==> src/rtl/gray_bin_pkg.sv <==
// Shared constants and helpers for the pipelined Gray/binary converter.
package gray_bin_pkg;

  localparam logic MODE_G2B = 1'b0;
  localparam logic MODE_B2G = 1'b1;

  function automatic int ceil_div(input int num, input int den);
    return (num + den - 1) / den;
  endfunction

endpackage

==> src/rtl/gray_bin_conv_pipe_if.sv <==
// Valid/ready word stream carrying a conversion mode and a sideband tag.
interface gray_bin_conv_pipe_if #(
  parameter int WIDTH = 8,
  parameter int TAG_W = 4
);
  import gray_bin_pkg::*;

  logic             valid;
  logic             ready;
  logic             mode;
  logic [WIDTH-1:0] data;
  logic [TAG_W-1:0] tag;

  modport master (output valid, output mode, output data, output tag, input  ready);
  modport slave  (input  valid, input  mode, input  data, input  tag, output ready);

endinterface

==> src/rtl/gray_bin_stage.sv <==
// One pipeline stage: resolves its Gray->binary chunk [HI:LO] MSB-first from the
// carried prefix bit; the first stage also performs the whole binary->Gray step.
module gray_bin_stage
  import gray_bin_pkg::*;
#(
  parameter int WIDTH = 8,
  parameter int TAG_W = 4,
  parameter int HI    = 7,
  parameter int LO    = 0,
  parameter bit EMPTY = 1'b0,
  parameter bit FIRST = 1'b0
) (
  input  logic             clk,
  input  logic             rst_n,
  input  logic             en_i,
  input  logic             valid_i,
  input  logic             mode_i,
  input  logic [WIDTH-1:0] data_i,
  input  logic [TAG_W-1:0] tag_i,
  input  logic             prefix_i,
  output logic             valid_o,
  output logic             mode_o,
  output logic [WIDTH-1:0] data_o,
  output logic [TAG_W-1:0] tag_o
);

  logic             valid_q;
  logic             mode_q;
  logic [WIDTH-1:0] data_q;
  logic [WIDTH-1:0] data_d;
  logic [TAG_W-1:0] tag_q;
  logic             run;

  always_comb begin
    data_d = data_i;
    run    = prefix_i;
    if (mode_i == MODE_G2B) begin
      // Bits outside this chunk stay raw Gray (below) or already resolved (above).
      for (int i = WIDTH - 1; i >= 0; i--) begin
        if (!EMPTY && (i <= HI) && (i >= LO)) begin
          run       = run ^ data_i[i];
          data_d[i] = run;
        end
      end
    end else if (FIRST) begin
      data_d = data_i ^ (data_i >> 1);
    end
  end

  always_ff @(posedge clk or negedge rst_n) begin
    if (!rst_n) begin
      valid_q <= 1'b0;
      mode_q  <= MODE_G2B;
      data_q  <= '0;
      tag_q   <= '0;
    end else if (en_i) begin
      valid_q <= valid_i;
      mode_q  <= mode_i;
      data_q  <= data_d;
      tag_q   <= tag_i;
    end
  end

  assign valid_o = valid_q;
  assign mode_o  = mode_q;
  assign data_o  = data_q;
  assign tag_o   = tag_q;

endmodule

==> src/rtl/gray_bin_conv_pipe.sv <==
// Pipelined bidirectional Gray/binary converter: fixed STAGES-cycle latency,
// one global advance enable, bubbles travel with the words.
module gray_bin_conv_pipe
  import gray_bin_pkg::*;
#(
  parameter int WIDTH  = 8,
  parameter int STAGES = 2,
  parameter int TAG_W  = 4
) (
  input  logic                 clk,
  input  logic                 rst_n,
  gray_bin_conv_pipe_if.slave  in_if,
  gray_bin_conv_pipe_if.master out_if
);

  localparam int C = ceil_div(WIDTH, STAGES);

  // Index 0 is the input word; index k is the output of stage k.
  logic             valid_s [0:STAGES];
  logic             mode_s  [0:STAGES];
  logic [WIDTH-1:0] data_s  [0:STAGES];
  logic [TAG_W-1:0] tag_s   [0:STAGES];
  logic             adv;

  assign valid_s[0] = in_if.valid;
  assign mode_s[0]  = in_if.mode;
  assign data_s[0]  = in_if.data;
  assign tag_s[0]   = in_if.tag;

  assign adv         = out_if.ready | ~valid_s[STAGES];
  assign in_if.ready = adv;

  for (genvar k = 1; k <= STAGES; k++) begin : g_stage
    localparam int HI     = WIDTH - 1 - (k - 1) * C;
    localparam int LO_RAW = WIDTH - k * C;
    localparam int LO     = (LO_RAW < 0) ? 0 : LO_RAW;
    localparam bit EMPTY  = (HI < 0);

    logic prefix;

    // The bit just above this chunk is the last one the previous stage resolved.
    if ((k == 1) || EMPTY) begin : g_pfx_none
      assign prefix = 1'b0;
    end else begin : g_pfx_carry
      assign prefix = data_s[k-1][HI+1];
    end

    gray_bin_stage #(
      .WIDTH (WIDTH),
      .TAG_W (TAG_W),
      .HI    (HI),
      .LO    (LO),
      .EMPTY (EMPTY),
      .FIRST (k == 1)
    ) u_stage (
      .clk      (clk),
      .rst_n    (rst_n),
      .en_i     (adv),
      .valid_i  (valid_s[k-1]),
      .mode_i   (mode_s[k-1]),
      .data_i   (data_s[k-1]),
      .tag_i    (tag_s[k-1]),
      .prefix_i (prefix),
      .valid_o  (valid_s[k]),
      .mode_o   (mode_s[k]),
      .data_o   (data_s[k]),
      .tag_o    (tag_s[k])
    );
  end

  assign out_if.valid = valid_s[STAGES];
  assign out_if.mode  = mode_s[STAGES];
  assign out_if.data  = data_s[STAGES];
  assign out_if.tag   = tag_s[STAGES];

endmodule

==> src/flat_wrapper.sv <==
// flat-port wrapper written by rule: the top's interface ports become plain ports
module gray_bin_conv_pipe_flat import gray_bin_pkg::*;
#(
  parameter int WIDTH  = 8,
  parameter int STAGES = 2,
  parameter int TAG_W  = 4
)
  (clk, rst_n, in_if_valid, in_if_mode, in_if_data, in_if_tag, in_if_ready, out_if_valid, out_if_mode, out_if_data, out_if_tag, out_if_ready);
  gray_bin_conv_pipe_if #(.WIDTH(WIDTH), .TAG_W(TAG_W)) in_if_i ();
  gray_bin_conv_pipe_if #(.WIDTH(WIDTH), .TAG_W(TAG_W)) out_if_i ();
  input  logic clk;
  input  logic rst_n;
  input wire logic [$bits(in_if_i.valid)-1:0] in_if_valid;
  input wire logic [$bits(in_if_i.mode)-1:0] in_if_mode;
  input wire logic [$bits(in_if_i.data)-1:0] in_if_data;
  input wire logic [$bits(in_if_i.tag)-1:0] in_if_tag;
  output wire logic [$bits(in_if_i.ready)-1:0] in_if_ready;
  output wire logic [$bits(out_if_i.valid)-1:0] out_if_valid;
  output wire logic [$bits(out_if_i.mode)-1:0] out_if_mode;
  output wire logic [$bits(out_if_i.data)-1:0] out_if_data;
  output wire logic [$bits(out_if_i.tag)-1:0] out_if_tag;
  input wire logic [$bits(out_if_i.ready)-1:0] out_if_ready;
  assign in_if_i.valid = in_if_valid;
  assign in_if_i.mode = in_if_mode;
  assign in_if_i.data = in_if_data;
  assign in_if_i.tag = in_if_tag;
  assign in_if_ready = in_if_i.ready;
  assign out_if_valid = out_if_i.valid;
  assign out_if_mode = out_if_i.mode;
  assign out_if_data = out_if_i.data;
  assign out_if_tag = out_if_i.tag;
  assign out_if_i.ready = out_if_ready;
  gray_bin_conv_pipe #(.WIDTH(WIDTH), .STAGES(STAGES), .TAG_W(TAG_W)) u_core (.clk(clk), .rst_n(rst_n), .in_if(in_if_i), .out_if(out_if_i));
endmodule
==> config.mk <==
export PLATFORM = sky130hd
export DESIGN_NAME = gray_bin_conv_pipe_flat
export DESIGN_NICKNAME = d
export VERILOG_FILES = /design/src/rtl/gray_bin_pkg.sv /design/src/rtl/gray_bin_conv_pipe_if.sv /design/src/rtl/gray_bin_stage.sv /design/src/rtl/gray_bin_conv_pipe.sv /design/src/flat_wrapper.sv
export SDC_FILE = /design/constraint.sdc
export NUM_CORES = 1
export LEC_CHECK = 0
export BUFFER_PORTS_ARGS = -buffer_cell sky130_fd_sc_hd__buf_2
export CAP_MARGIN = 20
export CORE_ASPECT_RATIO = 0.75
export CORE_UTILIZATION = 35
export CTS_CLUSTER_SIZE = 28
export DETAILED_ROUTE_END_ITERATION = 12
export PLACE_DENSITY = 0.55
export SLEW_MARGIN = 10
export SYNTH_ARGS = -nofsm -noshare
export SYNTH_HDL_FRONTEND = slang
export SYNTH_HIERARCHICAL = 1
export SYNTH_SLANG_ARGS = --single-unit
==> constraint.sdc <==
create_clock -name clk -period 1.9 [get_ports clk]
set_clock_uncertainty 0.05 [all_clocks]
set_input_delay 0.285 -clock clk [delete_from_list [all_inputs] [get_ports clk]]
set_output_delay 0.285 -clock clk [all_outputs]
set_load 0.02 [all_outputs]
==> impl_metrics.py, run 1 <==
metrics = {
    "clock_network": {
        "post_cts_buffers": 0,
        "htreeDepth": 1,
        "ctsHoldBuffers": 1,
        "root_buffer": "clkbuf_8",
        "cts_sinks": 28,
        "cts_resized": 0,
        "numCtsBuffers": 3,
        "clk_pin_slew_ps": 90,
        "clk_latency_ps": 270,
        "clk_path_buf_depth": 2,
        "cts_tree": "built",
    },
    "drt": {
        "ant_nets": 0,
        "vias": 823,
        "drt_first_iter_violations": 48,
        "wl_per_cell_um": 10.95,
        "drc": 0,
        "wirelength_um": 2102,
        "routed_via_density": 4.286,
        "dr.pass1.iters": 3,
    },
    "placement": {
        "placed_area_um2": 1509,
        "dp_hpwl_um": 1513,
        "io_buffers": 31,
        "gp_congestion": 0.7175,
        "pre_cts_slack_ps": 297.2,
    },
    "worst_setup_path": {
        "crit_chain": "xnor3_2 -> xor2_1 -> or3_1 -> a31oi_1",
        "crit_cells": 4,
        "critical_path_class": "flip-flop to flip-flop",
        "worstPathMaxFanout": 4,
        "crit_buf_inv": 0,
        "rr_startpoint": "u_core/g_stage[1].u_stage/data_o[3]",
        "cp_slowest_cell": "xnor3_2",
        "cp-start-kind": "flip-flop",
        "cpPeakStageDelay_ps": 450,
        "worstSetupStartpoint": "u_core/g_stage[1].u_stage/data_o[3]",
        "r2r_slack_ps": 290,
        "worstReg2RegEnd": "u_core/g_stage[2].u_stage/data_o[0]",
        "crit_family": "XOR/XNOR gates",
        "critical_path.endpoint_type": "flip-flop",
        "cp.arrival_ps": 1760,
        "timing.critical_path.to": "u_core/g_stage[2].u_stage/data_o[0]",
        "reg2regPathDepth": 4,
        "critPathRequiredTime_ps": 2050,
    },
    "finish": {
        "area_delta_synth_final_pct": 22.25,
        "nNetsFinal": 160,
        "drive_gt1_share_pct": 38.73,
        "fin_area_um2": 1574,
        "insertedDiodeCount": 0,
    },
    "synthesis": {
        "ys_seq_area_share_pct": 54.42,
        "synth_cell_types": 22,
        "synth_top_area_share_pct": 54.42,
        "synth_seq_cells": 28,
        "synthCells": 107,
        "synth_common_cells": "28 x dfrtp_1, 16 x mux2_2, 11 x nor2_1",
        "synth_warnings": 6,
        "yosysTopAreaCell": "dfrtp_1",
        "avgSynthCellArea_um2": 12.03,
        "ys.flop_type": "dfrtp_1",
        "synth_area_um2": 1287,
        "yosysMostFrequentCell": "dfrtp_1",
        "synth_area_leaders": "dfrtp_1 54%, mux2_2 14%, xor2_1 4.8%",
        "async_reset_ff_share_pct": 100.0,
        "synth_edf_count": 0,
    },
    "global_route": {
        "grt_first_pass_wirelength_um": 3601,
        "grt_max_degree": 29,
        "track_usage_pct": 12.52,
        "grt_overflow": 0,
        "grt_pass1_vias": 785,
        "antenna_found_initial": 0,
    },
    "die": {
        "dieArea_um2": 3928,
        "fp.dieW_um": 72.04,
        "initial_core_util_pct": 37.86,
        "core_area_um2": 3401,
        "io_pins": 32,
        "core.rowCount": 18,
        "die-height_um": 54.53,
    },
    "pwr": {
        "p_leak_nw": 0.7301,
        "power_mw": 1.813,
        "power_density_nw_per_um2": 1152,
        "vdd_drop_max_mv": 0.3849,
    },
    "sta": {
        "slew_violations": 0,
        "period_share_pct": 84.97,
        "rsz0062_at_grt": "no",
        "fin_tns_setup_ps": 0,
        "timing.fmax_mhz": 619.4,
        "finalHoldViolations": 0,
        "setup_ws_ps": 285.5,
        "finalSetupViolations": 0,
        "min_period_ps": 1614,
        "tightest_slew_ps": 615.5,
        "slew_headroom_pct": 58.96,
    },
    "status": {
        "status": "complete, no violations",
    },
    "job": {
        "max-cap-violations": 0,
    },
    "worst_hold_path": {
        "min_path_type": "primary input to flip-flop",
    },
}
## routing by layer
layer | share of wire, % | vias to the layer above | global-route usage [%]
met2 | 42 | 28 | 19.03
met5 | 0 | - | 0
met4 | 0 | 0 | 3.922
met1 | 52 | 371 | 16.92
li1 | - | 424 | -
met3 | 6.3 | 0 | 4.420
## report_power, final
| group | internal, mW | total (mW) | leakage, nW | switching (mW) |
|---|---|---|---|---|
| registers | 0.750 | 0.843 | 0.324 | 0.0927 |
| clock network | 0.185 | 0.355 | 0.0288 | 0.170 |
| logic | 0.288 | 0.616 | 0.377 | 0.327 |
## cells in the final DEF (no fill, tap or decap)
cell type | Yosys | routed
clkbuf_8 | 0 | 4
a31oi_1 | 1 | 1
nor2_1 | 11 | 11
buf_4 | 0 | 2
buf_2 | 0 | 31
nand2_1 | 6 | 6
a31o_1 | 1 | 1
nand2b_1 | 1 | 1
inv_1 | 2 | 2
or3_1 | 2 | 2
o21ai_0 | 3 | 3
xnor2_1 | 6 | 6
dlygate4sd3_1 | 0 | 1
xnor3_4 | 1 | 1
mux2_2 | 16 | 16
conb_1 | 1 | 3
dfrtp_1 | 28 | 28
xor2_1 | 7 | 7
xnor3_1 | 1 | 1
o31ai_1 | 1 | 1
a21oi_1 | 9 | 9
nor2b_1 | 3 | 3
and3_1 | 1 | 1
xnor3_2 | 1 | 1
## worst min path at each step
stage	from	end	slack (ps)	depth (start not counted)
global route	in_if_tag[3]	u_core/g_stage[1].u_stage/tag_o[3]	190	2
finish	in_if_tag[0]	u_core/g_stage[1].u_stage/tag_o[0]	200	2
global placement	rst_n	u_core/g_stage[2].u_stage/tag_o[2]	280	1
detailed placement	rst_n	u_core/g_stage[1].u_stage/tag_o[1]	280	1
CTS	in_if_valid	u_core/g_stage[1].u_stage/valid_o	200	2
floorplan	rst_n	u_core/g_stage[1].u_stage/data_o[0]	-60	0
## per-stage QoR
step / util, % / cells / hold WS [ps]
after floorplan: - / 109 / -60.59
after global placement: 44.37 / 187 / 278.3
after detailed placement: 44.37 / 187 / 284.0
after CTS: 46.28 / 192 / 196.5
after global routing: 46.28 / 192 / 189.8
final: 46.28 / 192 / 197.5
## registers in the layout, indices dropped and copies added, names as in the netlist
register	flops
u_core/g_stage.u_stage/data_o	16
u_core/g_stage.u_stage/tag_o	8
u_core/g_stage.u_stage/mode_o	2
u_core/g_stage.u_stage/valid_o	2
## logic make-up after synthesis
family	Yosys count	share of synthesized area [%]
simple gates	24	8.358
flops	28	54.42
other cells	1	0.2913
mux	16	13.99
buf+inv	7	2.041
compound gates	15	6.414
xor+xnor	16	14.48
## final cells by class
cell class                 instances  area (um2)
timing repair buffer              34       180.2
tap                               50       62.56
inverter                           2       7.507
multi-input combinational         74       568.0
fill                             342        1827
clock buffer                       4       55.05
sequential                        28       700.7
Note: power is estimated with default switching activity, not from simulation.
==> run 2: changes to the inputs <==
--- a/config.mk
+++ b/config.mk
@@ -11,7 +11,7 @@
 export CORE_UTILIZATION = 35
 export CTS_CLUSTER_SIZE = 28
 export DETAILED_ROUTE_END_ITERATION = 12
-export PLACE_DENSITY = 0.55
+export PLACE_DENSITY = 0.57
 export SLEW_MARGIN = 10
 export SYNTH_ARGS = -nofsm -noshare
 export SYNTH_HDL_FRONTEND = slang
==> constraint.sdc (replaced) <==
create_clock -name clk -period 1.3 [get_ports clk]
set_clock_uncertainty 0.05 [all_clocks]
set_input_delay 0.195 -clock clk [delete_from_list [all_inputs] [get_ports clk]]
set_output_delay 0.195 -clock clk [all_outputs]
set_load 0.02 [all_outputs]
==> impl_metrics.py, run 2 (synthesized netlist as in run 1, its figures left out) <==
metrics = {
    "job": {
        "max-cap-violations": 0,
    },
    "drt": {
        "wl_met2_um": 1057,
        "drt_first_iter_violations": 26,
        "wirelength_um": 2329,
        "dr.pass1.iters": 4,
        "ant_nets": 0,
        "wl_per_cell_um": 11.70,
        "routed.top_layer": "met3",
        "drt-met1-wl_um": 1167,
        "drc": 0,
        "vias": 853,
        "route.met3.wl_um": 103,
        "routed_via_density": 4.286,
    },
    "worst_setup_path": {
        "cp-start-kind": "flip-flop",
        "worstPathMaxFanout": 2,
        "critical_path.endpoint_type": "flip-flop",
        "critPathRequiredTime_ps": 1440,
        "critical_path_class": "flip-flop to flip-flop",
        "cp.arrival_ps": 1650,
    },
    "sta": {
        "min_period_ps": 1506,
        "slew_violations": 0,
        "rsz0062_at_grt": "yes",
        "holdWs_ps": 106.8,
        "setup_ws_ps": -206.3,
        "finalHoldViolations": 0,
        "timing.fmax_mhz": 663.9,
        "period_share_pct": 115.9,
        "finalSetupViolations": 2,
    },
    "finish": {
        "insertedDiodeCount": 0,
        "final_common_cell": "buf_2",
        "layout_common_cells": "30 x buf_2, 27 x dfrtp_1, 16 x mux2_2, 11 x nor2_1, 9 x a21oi_1",
        "finish.utilization_pct": 48.64,
        "largest_reg_flops": 16,
        "area_delta_synth_final_pct": 28.47,
        "drive_gt1_share_pct": 42.95,
        "nNetsFinal": 167,
        "fin_area_um2": 1654,
    },
    "placement": {
        "io_buffers": 31,
        "placed_area_um2": 1555,
        "gp_congestion": 0.7855,
        "dp_hpwl_um": 1612,
    },
    "pwr": {
        "vdd_drop_max_mv": 0.7367,
        "p_leak_nw": 0.7784,
        "power_density_nw_per_um2": 1627,
    },
    "global_route": {
        "grt_overflow": 0,
        "grt_pass1_vias": 871,
        "antenna_found_initial": 0,
        "grt_first_pass_wirelength_um": 4091,
        "track_usage_pct": 14.17,
        "grt_max_degree": 29,
    },
    "clock_network": {
        "htreeDepth": 1,
        "cts_tree": "built",
        "clk_path_buf_depth": 2,
        "cts_sinks": 28,
        "numCtsBuffers": 3,
        "clk_pin_slew_ps": 90,
        "root_buffer": "clkbuf_8",
        "clk_latency_ps": 270,
    },
    "die": {
        "dieArea_um2": 3928,
        "core.rowCount": 18,
        "core_area_um2": 3401,
        "fp.dieW_um": 72.04,
        "io_pins": 32,
        "die-height_um": 54.53,
        "initial_core_util_pct": 37.86,
    },
    "status": {
        "violations": "setup timing",
        "status": "finished with violations",
    },
    "worst_hold_path": {
        "min_path_type": "primary input to flip-flop",
    },
}
==> run 2: cell count changes in the layout (fill, tap and decap cells not counted), sizes merged <==
cell    change
buf         +6
nand2b      +1
==> run 2: metrics by stage <==
stage,std cells,worst slack [ps],power (mW),setup TNS (ps)
after floorplan,109,-172.3,1.902,-349.1
after global placement,192,-155.3,2.178,-235.3
after detailed placement,192,-200.3,2.208,-301.8
after CTS,200,-226.4,2.729,-260.4
after global routing,199,-260.8,2.901,-372.6
final,199,-206.3,2.691,-222.4
==> run 2: report_power, final <==
| group | switching (mW) | internal [mW] |
|---|---|---|
| Clock | 0.239 | 0.219 |
| Sequential | 0.136 | 1.10 |
| Combinational | 0.514 | 0.484 |
==> run 2: area by class of cell <==
type,count,area (um2)
Sequential cell,28,701.9
Inverter,2,7.507
Fill cell,315,1747
Multi-Input combinational cell,75,596.8
Clock buffer,4,45.04
Tap cell,50,62.56
Timing Repair Buffer,40,240.2
==> run 2: metal layers <==
| layer | track usage (%) | vias up |
|---|---|---|
| met2 | 23.90 | 21 |
| met3 | 4.604 | 0 |
| li1 | - | 442 |
| met4 | 2.941 | 0 |
| met1 | 18.17 | 390 |
| met5 | 0 | - |
==> run 2: what timing repair did <==
item / in CTS / in global routing
gates cloned: 1 / 0
hold buffers: 1 / 0
hold endpoints to repair: 28 / 0
buffers inserted: 2 / 0
endpoints found under the setup margin: 3 / 4
resized for setup: 0 / 3
pin swaps: 1 / 4
==> run 2: final timing paths <==
| path | cells after the start | startpoint | slack [ps] | to |
|---|---|---|---|---|
| max | 4 | u_core/g_stage[1].u_stage/data_o[2] | -210 | u_core/g_stage[2].u_stage/data_o[0] |
| min | 2 | in_if_valid | 110 | u_core/g_stage[1].u_stage/valid_o |
| max reg2reg | 4 | u_core/g_stage[1].u_stage/data_o[2] | -210 | u_core/g_stage[2].u_stage/data_o[0] |
| min reg2reg | 2 | u_core/g_stage[1].u_stage/data_o[6] | 440 | u_core/g_stage[1].u_stage/data_o[6] |
| max in group asynchronous | 3 | rst_n | 510 | u_core/g_stage[2].u_stage/valid_o |
| min in group asynchronous | 3 | rst_n | 410 | u_core/g_stage[2].u_stage/data_o[7] |
==> run 2: worst max-delay path, cell delays in order (launching register included) <==
cell	delay, ps
dfrtp_1	360
xnor3_2	430
xor2_1	160
or3_1	300
a31oi_1	130
==> run 3: changes to the inputs <==
--- a/config.mk
+++ b/config.mk
@@ -11,7 +11,7 @@
 export CORE_UTILIZATION = 35
 export CTS_CLUSTER_SIZE = 28
 export DETAILED_ROUTE_END_ITERATION = 12
-export PLACE_DENSITY = 0.57
+export PLACE_DENSITY = 0.55
 export SLEW_MARGIN = 10
 export SYNTH_ARGS = -nofsm -noshare
 export SYNTH_HDL_FRONTEND = slang
==> constraint.sdc (replaced) <==
create_clock -name clk -period 1.6 [get_ports clk]
set_clock_uncertainty 0.05 [all_clocks]
set_input_delay 0.24 -clock clk [delete_from_list [all_inputs] [get_ports clk]]
set_output_delay 0.24 -clock clk [all_outputs]
set_load 0.02 [all_outputs]
==> impl_metrics.py, run 3 (synthesized netlist as in run 1, its figures left out) <==
metrics = {
    "clock_network": {
        "numCtsBuffers": 3,
        "clk_path_buf_depth": 2,
        "clk_pin_slew_ps": 90,
        "cts_tree": "built",
        "post_cts_buffers": 0,
        "root_buffer": "clkbuf_8",
        "clk_latency_ps": 270,
        "cts_sinks": 28,
        "htreeDepth": 1,
    },
    "finish": {
        "fin_area_um2": 1590,
        "layout_common_cells": "31 x buf_2, 28 x dfrtp_1, 16 x mux2_2, 11 x nor2_1, 9 x a21oi_1",
        "fillers": 345,
        "drive_gt1_share_pct": 39.86,
        "final_common_cell": "buf_2",
        "nNetsFinal": 161,
        "largest_reg_flops": 16,
        "area_delta_synth_final_pct": 23.52,
        "insertedDiodeCount": 0,
    },
    "drt": {
        "wirelength_um": 2155,
        "drc": 0,
        "dr.pass1.iters": 4,
        "drt_first_iter_violations": 33,
        "routed_via_density": 4.528,
        "ant_nets": 0,
        "vias": 874,
        "wl_per_cell_um": 11.17,
    },
    "global_route": {
        "track_usage_pct": 12.70,
        "grt_overflow": 0,
        "grt_max_degree": 29,
        "grt_first_pass_wirelength_um": 3636,
        "grt_pass1_vias": 783,
        "antenna_found_initial": 0,
    },
    "worst_setup_path": {
        "critical_path_class": "flip-flop to flip-flop",
        "worstPathMaxFanout": 2,
        "r2r_slack_ps": 90,
        "cp.arrival_ps": 1660,
        "critical_path.endpoint_type": "flip-flop",
        "critPathRequiredTime_ps": 1750,
        "cp-start-kind": "flip-flop",
    },
    "sta": {
        "finalHoldViolations": 0,
        "slew_violations": 0,
        "timing.fmax_mhz": 660.8,
        "rsz0062_at_grt": "no",
        "slew_headroom_pct": 60.03,
        "fin_tns_setup_ps": 0,
        "finalSetupViolations": 0,
        "period_share_pct": 94.58,
        "holdWs_ps": 151.7,
        "min_period_ps": 1513,
        "tightest_slew_ps": 599.6,
    },
    "pwr": {
        "vdd_drop_max_mv": 0.4184,
        "power_mw": 2.168,
        "p_leak_nw": 0.7390,
        "power_density_nw_per_um2": 1364,
    },
    "die": {
        "dieArea_um2": 3928,
        "die-height_um": 54.53,
        "core.rowCount": 18,
        "io_pins": 32,
        "initial_core_util_pct": 37.86,
        "fp.dieW_um": 72.04,
        "core_area_um2": 3401,
    },
    "placement": {
        "io_buffers": 31,
        "gp_congestion": 0.7020,
        "placed_area_um2": 1516,
        "dp_hpwl_um": 1448,
    },
    "status": {
        "status": "complete, no violations",
    },
    "job": {
        "max-cap-violations": 0,
    },
    "worst_hold_path": {
        "min_path_type": "primary input to flip-flop",
    },
}
run 3: changes by cell type in the layout (fill, tap and decap cells not counted), sizes merged:
cell	before	now
buf	39	33
run 3: cell type report:
type / count / area, um2 / share of cell area, %
flip-flops and latches: 28 / 700.7 / 44.06
multi-input cells: 75 / 584.3 / 36.74
repair buffers: 34 / 180.2 / 11.33
well taps: 50 / 62.56 / 3.934
clock buffers: 4 / 55.05 / 3.462
inverters: 2 / 7.507 / 0.4721
run 3: metal layers:
| metal | GRT usage [%] | part of all wire, % |
|---|---|---|
| met2 | 19.34 | 43 |
| met3 | 4.236 | 6.4 |
| met4 | 4.902 | 0 |
| met5 | 0 | 0 |
| met1 | 16.98 | 51 |
run 3: power by group:
group	switching [mW]	internal, mW	leakage [nW]
clock	0.198	0.220	0.0288
combinational	0.400	0.352	0.386
sequential	0.108	0.890	0.324
total	0.706	1.46	0.739
run 3: worst paths after layout:
path / end / cells past startpoint / start
setup / recovery: u_core/g_stage[2].u_stage/data_o[0] / 4 / u_core/g_stage[1].u_stage/data_o[3]
hold / removal: u_core/g_stage[1].u_stage/tag_o[3] / 2 / in_if_tag[3]
setup reg to reg: u_core/g_stage[2].u_stage/data_o[0] / 4 / u_core/g_stage[1].u_stage/data_o[3]
hold reg to reg: u_core/g_stage[1].u_stage/data_o[5] / 2 / u_core/g_stage[1].u_stage/data_o[5]
max in group asynchronous: u_core/g_stage[2].u_stage/tag_o[3] / 2 / rst_n
min in group asynchronous: u_core/g_stage[1].u_stage/tag_o[1] / 2 / rst_n
run 3: through the flow:
step                      utilization [%]  std cells  worst slack [ps]
after floorplan                         -        109             53.59
after global placement              44.59        187             115.5
after detailed placement            44.59        187             91.10
after CTS                           46.76        193             70.76
after global routing                46.76        193            0.7547
final                               46.76        193             86.66
run 3: worst max-delay path, stage by stage, from the launching register on:
cell and delay, ps:
dfrtp_1 360, xnor3_2 430, xor2_1 150, or3_1 300
a31oi_1 150
run 3: what timing repair did:
action                                  in CTS  in global routing
endpoints found under the setup margin       1                  0
hold buffers                                 1                  0
endpoints found under the hold margin       28                  0
resized for setup                            0                  0
